[config.mk]
export PLATFORM = sky130hd
export DESIGN_NAME = load_store_unit
export DESIGN_NICKNAME = d
export VERILOG_FILES = /design/src/rtl/load_store_unit.sv
export SDC_FILE = /design/constraint.sdc
export NUM_CORES = 1
export LEC_CHECK = 0
export CORE_MARGIN = 5
export CORE_UTILIZATION = 23
export DETAILED_ROUTE_END_ITERATION = 8
export SLEW_MARGIN = 30
export SYNTH_ARGS = -nofsm -noshare
export SYNTH_HDL_FRONTEND = slang
export SYNTH_SLANG_ARGS = --single-unit
[constraint.sdc]
create_clock -name clk -period 1.85 [get_ports clk]
set_input_delay 0.2775 -clock clk [delete_from_list [all_inputs] [get_ports clk]]
set_output_delay 0.2775 -clock clk [all_outputs]
set_load 0.05 [all_outputs]
[src/rtl/load_store_unit.sv]
// load_store_unit
//   Multi-cycle data-memory access stage. Takes the ALU result as a byte
//   address, formats stores (lane replication + byte strobes), runs a
//   req/ready handshake to word-organised memory and extends load data.
//   Stalls the core until the access completes, is rejected, or times out.
//
// Ports
//   clk, rst_n            clock, async active-low reset
//   MemRead, MemWrite     load / store request from the current instruction
//   funct3                access size / sign
//   ALUResult, ReadData2  byte address, store data
//   stall                 hold the core (combinational)
//   load_data             extended load result, valid in DONE
//   misalign, bus_err     one-cycle rejection / error pulses in DONE
//   mem_*                 word-organised memory request channel
//
// State table
//   S_IDLE | no access in flight; classify a new request
//   S_WAIT | request issued, waiting for mem_ready or timeout
//   S_DONE | one cycle with stall low; results and pulses valid
module load_store_unit #(
  parameter int ADDR_WIDTH = 14,
  parameter int TIMEOUT    = 255
) (
  input  logic                  clk,
  input  logic                  rst_n,
  input  logic                  MemRead,
  input  logic                  MemWrite,
  input  logic [2:0]            funct3,
  input  logic [31:0]           ALUResult,
  input  logic [31:0]           ReadData2,
  output logic                  stall,
  output logic [31:0]           load_data,
  output logic                  misalign,
  output logic                  bus_err,
  output logic                  mem_req,
  output logic                  mem_we,
  output logic [ADDR_WIDTH-1:0] mem_addr,
  output logic [31:0]           mem_wdata,
  output logic [3:0]            mem_wstrb,
  input  logic                  mem_ready,
  input  logic [31:0]           mem_rdata
);

  typedef enum logic [1:0] {S_IDLE, S_WAIT, S_DONE} state_t;

  localparam logic [7:0] LP_LAST = 8'(TIMEOUT - 1);

  state_t      r_state, w_next;
  logic [7:0]  r_cnt;
  logic [1:0]  r_off;
  logic [2:0]  r_f3;

  logic        w_access, w_illegal, w_misalign, w_timeout;
  logic [31:0] w_wdata, w_ext;
  logic [3:0]  w_wstrb;
  logic [7:0]  w_byte;
  logic [15:0] w_half;

  // Address bits above the word address are not decoded.
  logic        w_unused_addr;
  assign w_unused_addr = ^ALUResult[31:ADDR_WIDTH+2];

  assign w_access  = MemRead | MemWrite;
  assign w_illegal = (MemRead & MemWrite) | (funct3 == 3'b011) | (funct3 == 3'b110) |
                     (funct3 == 3'b111) | (MemWrite & funct3[2]);
  assign w_misalign = ((funct3[1:0] == 2'b10) && (ALUResult[1:0] != 2'b00)) ||
                      ((funct3[1:0] == 2'b01) && ALUResult[0]);
  assign w_timeout = (r_cnt == LP_LAST);

  // rst_n gating keeps stall low while reset is held even if the core
  // still presents a memory instruction.
  always_comb begin
    stall = 1'b0;
    case (r_state)
      S_IDLE:  stall = w_access & rst_n;
      S_WAIT:  stall = 1'b1;
      default: stall = 1'b0;
    endcase
  end

  always_comb begin
    w_wdata = ReadData2;
    w_wstrb = 4'b1111;
    case (funct3[1:0])
      2'b00: begin
        w_wdata = {4{ReadData2[7:0]}};
        w_wstrb = 4'b0001 << ALUResult[1:0];
      end
      2'b01: begin
        w_wdata = {2{ReadData2[15:0]}};
        w_wstrb = 4'b0011 << {ALUResult[1], 1'b0};
      end
      default: begin
        w_wdata = ReadData2;
        w_wstrb = 4'b1111;
      end
    endcase
  end

  always_comb begin
    w_byte = mem_rdata[7:0];
    case (r_off)
      2'd1:    w_byte = mem_rdata[15:8];
      2'd2:    w_byte = mem_rdata[23:16];
      2'd3:    w_byte = mem_rdata[31:24];
      default: w_byte = mem_rdata[7:0];
    endcase
    w_half = r_off[1] ? mem_rdata[31:16] : mem_rdata[15:0];
    case (r_f3)
      3'b000:  w_ext = {{24{w_byte[7]}}, w_byte};
      3'b100:  w_ext = {24'h0, w_byte};
      3'b001:  w_ext = {{16{w_half[15]}}, w_half};
      3'b101:  w_ext = {16'h0, w_half};
      default: w_ext = mem_rdata;
    endcase
  end

  always_comb begin
    w_next = r_state;
    case (r_state)
      S_IDLE: begin
        if (w_access) w_next = (w_illegal | w_misalign) ? S_DONE : S_WAIT;
      end
      S_WAIT: begin
        if (mem_ready | w_timeout) w_next = S_DONE;
      end
      default: w_next = S_IDLE;
    endcase
  end

  always_ff @(posedge clk or negedge rst_n) begin
    if (!rst_n) r_state <= S_IDLE;
    else        r_state <= w_next;
  end

  always_ff @(posedge clk or negedge rst_n) begin
    if (!rst_n) begin
      r_cnt     <= '0;
      r_off     <= '0;
      r_f3      <= '0;
      load_data <= '0;
      misalign  <= 1'b0;
      bus_err   <= 1'b0;
      mem_req   <= 1'b0;
      mem_we    <= 1'b0;
      mem_addr  <= '0;
      mem_wdata <= '0;
      mem_wstrb <= '0;
    end else begin
      misalign <= 1'b0;
      bus_err  <= 1'b0;
      case (r_state)
        S_IDLE: begin
          if (w_access) begin
            if (w_illegal) begin
              bus_err   <= 1'b1;
              load_data <= '0;
            end else if (w_misalign) begin
              misalign  <= 1'b1;
              load_data <= '0;
            end else begin
              mem_req   <= 1'b1;
              mem_we    <= MemWrite;
              mem_addr  <= ALUResult[ADDR_WIDTH+1:2];
              mem_wdata <= w_wdata;
              mem_wstrb <= MemWrite ? w_wstrb : 4'b0000;
              r_off     <= ALUResult[1:0];
              r_f3      <= funct3;
              r_cnt     <= '0;
            end
          end
        end
        S_WAIT: begin
          if (mem_ready) begin
            mem_req   <= 1'b0;
            load_data <= mem_we ? 32'h0 : w_ext;
          end else if (w_timeout) begin
            mem_req   <= 1'b0;
            bus_err   <= 1'b1;
            load_data <= '0;
          end else begin
            r_cnt <= r_cnt + 8'd1;
          end
        end
        default: ;
      endcase
    end
  end

endmodule
==> results of run 1 <==
==> layout by cell type, fill, tap and decap left out, types with 8 or more instances in the layout <==
cell type,Yosys,layout
o31ai_1,10,10
mux2_1,35,35
nand2_1,26,26
o32ai_1,25,25
buf_4,1,77
mux2_2,32,32
inv_1,44,44
or3_1,8,8
dlymetal6s2s_1,0,10
a21oi_1,17,16
dfrtp_1,101,101
mux2i_1,20,20
o21ai_0,25,24
nor2_1,25,23
clkbuf_16,0,10
clkdlybuf4s50_1,0,124
==> worst max-delay path by stage <==
stage	startpoint	end	slack, ps	depth (start not counted)
2_1_floorplan	r_state[1]	mem_wdata[15]	80	5
3_3_place_gp	funct3[0]	mem_addr[2]	-330	6
3_5_place_dp	funct3[0]	mem_addr[2]	-340	6
4_1_cts	funct3[0]	mem_addr[12]	7	6
5_1_grt	ALUResult[0]	mem_wdata[5]	-0.6	7
6_report	load_data[3]	load_data[3]	40	1
==> kinds of logic after synthesis <==
group	Yosys count
fa+ha+maj	2
xor+xnor	2
flops	101
compound gates	102
buf+inv	73
mux	88
simple gates	93
==> state kept, by name (all words and copies together), names as in the netlist, 2 cells and up <==
name,flops
load_data,32
mem_wdata,32
mem_addr,14
r_cnt,8
mem_wstrb,4
r_f3,3
r_off,2
r_state,2
==> area by class of cell <==
class	count	area share
Clock buffer	10	0.0297
Clock inverter	5	0.0110
Inverter	44	0.0214
Multi-Input combinational cell	287	0.289
Sequential cell	101	0.327
Tap cell	280	0.0454
Timing Repair Buffer	221	0.276
==> layer usage <==
layer	vias to the layer above	GRT usage	part of all wire
li1	2065	-	-
met2	163	0.205	0.46
met4	4	0.0341	0.013
met1	2089	0.163	0.42
met5	-	0	0.0015
met3	21	0.0549	0.10
==> repair_timing <==
item / 4_1_cts / 5_1_grt
endpoints found under the setup margin: 1 / 62
setup buffers: 0 / 2
gates resized for setup: 1 / 16
pin swaps: 0 / 2
hold buffers: 0 / 0
gates cloned: 0 / 1
==> metrics by stage <==
step                      instance area, um2  power (mW)
after floorplan                         5080        7.88
after global placement                  7320        10.4
after detailed placement                7320        10.4
after CTS                               7630        12.5
after global routing                    7720        13.1
final                                   7720        12.4
==> power by group <==
part / switching (mW) / internal, mW
clock: 0.894 / 1.19
sequential: 0.520 / 3.03
combinational: 4.34 / 2.43
==> results.yml, run 1 <==
power:
  power.leakage_nw: 3.36
  peakVddDrop_mv: 0.938
  power.density_nw_per_um2: 1610
grt:
  grt_pass1_wl_um: 25400
  gr-total-overflow: 0
  grt_max_degree: 102
  grtUsageTotal: 0.129
  antenna_found_initial: 2
  grt_pass1_vias: 4537
logic_synthesis:
  synth_cells: 461
  synth_xor_area_frac: 0.00345
  synth.area.mux_share: 0.192
  synth_edf_count: 0
  yosys.area.top_type: "dfrtp_1"
  synth_most_common_cell: "dfrtp_1"
  synthDistinctLibCells: 50
  synth_compound_area_frac: 0.138
  synthAdderAreaFrac: 0.00493
  ys_warn_count: 0
  synth_fp_nets: 567
  ys_ff_latch: 101
  synth_top_family_by_area: "multiplexers"
  synth_commonest_cells: "dfrtp_1, inv_1, mux2_1"
  synth_top_area_share: 0.498
  syn_avg_cell_area_um2: 11.0
  synthTopCellsByArea: "dfrtp_1, mux2_1, mux2_2"
  synthFlopType: "dfrtp_1"
  async_reset_ff_frac: 1.00
  synth-seq-area-share: 0.498
  synth-simple-area-share: 0.0958
  synth_area_um2: 5080
cells_and_area:
  multiInputGateArea_um2: 2230
  final_util: 0.355
  layout-drive-gt1-share: 0.223
  area_delta_synth_final_pct: 52.0
  nets: 770
  fillerInstances: 2244
  final_cells: 948
  n_antenna_cell: 0
  seq_area_um2: 2530
floorplanning:
  fp.dieW_um: 159
  core-area_um2: 21800
  io_pins: 191
  dieArea_um2: 25200
  die_y_um: 159
  core.rowCount: 54
  start_util: 0.233
worst_setup_path:
  worst-path-buf-inv: 1
  critical_path.top_delay_family: "buffers and inverters"
  rr_startpoint: "r_state[0]"
  slowest_delay_ps: 810
  crit_required_ps: 1570
  critPathMaxFanout: 2
  endpoint_kind: "output pin"
  cp_slowest_cell: "clkdlybuf4s50_1"
  worstPathCellList: "clkdlybuf4s50_1"
  r2r_cells: 6
  startpoint_type: "register"
  r2r-end: "mem_wdata[0]"
  r2r_slack_ps: 100
  crit_type: "register to output pin"
  crit_arrival_ps: 1540
route:
  ant_nets: 0
  post_drt_wl_per_cell_um: 17.3
  totalWireLength_um: 16400
  vias: 4342
  via_per_inst: 4.58
  drc: 0
  dr.pass1.iters: 5
  drtIter0Drc: 192
timing:
  slew_viol_final: 0
  finalHoldViolations: 0
  slew_headroom: 0.627
  finalCritPeriodShare: 0.981
  setup_viol: 0
  worst_slew_pin_slew_ps: 560
  clock.fmax_mhz: 551
  fin_ws_ps: 35.9
  skew_ps: 10.3
  period_minus_slack_ps: 1810
  tns_ps: 0
  whs_ps: 30.1
job:
  max-cap-violations: 0
clock_network:
  cts_made_buffers: 9
  cts_tree: "yes"
  clk_latency_ps: 360
  h-tree-depth: 3
  cts_num_sinks: 101
  clk_pin_slew_ps: 70
  clockRootBuffer: "clkbuf_16"
  cts_max_path_buffers: 2
placed_design:
  gp_congestion: 0.817
  dp_slack_ps: -336
  io_buffers: 174
  place_hpwl_um: 12000
  dp_cells: 930
status:
  status: "completed"
hold_path:
  hold_path.class: "input port to asynchronous set/reset pin"
Power figures use the tool's default switching activity.
==> run 2: changes to the inputs <==
--- a/config.mk
+++ b/config.mk
@@ -7,6 +7,7 @@
 export LEC_CHECK = 0
 export CORE_MARGIN = 5
 export CORE_UTILIZATION = 23
+export CTS_CLUSTER_DIAMETER = 40
 export DETAILED_ROUTE_END_ITERATION = 8
 export SLEW_MARGIN = 30
 export SYNTH_ARGS = -nofsm -noshare
==> results of run 2 <==
Final layout, timing and power as in run 1 (identical DEF).
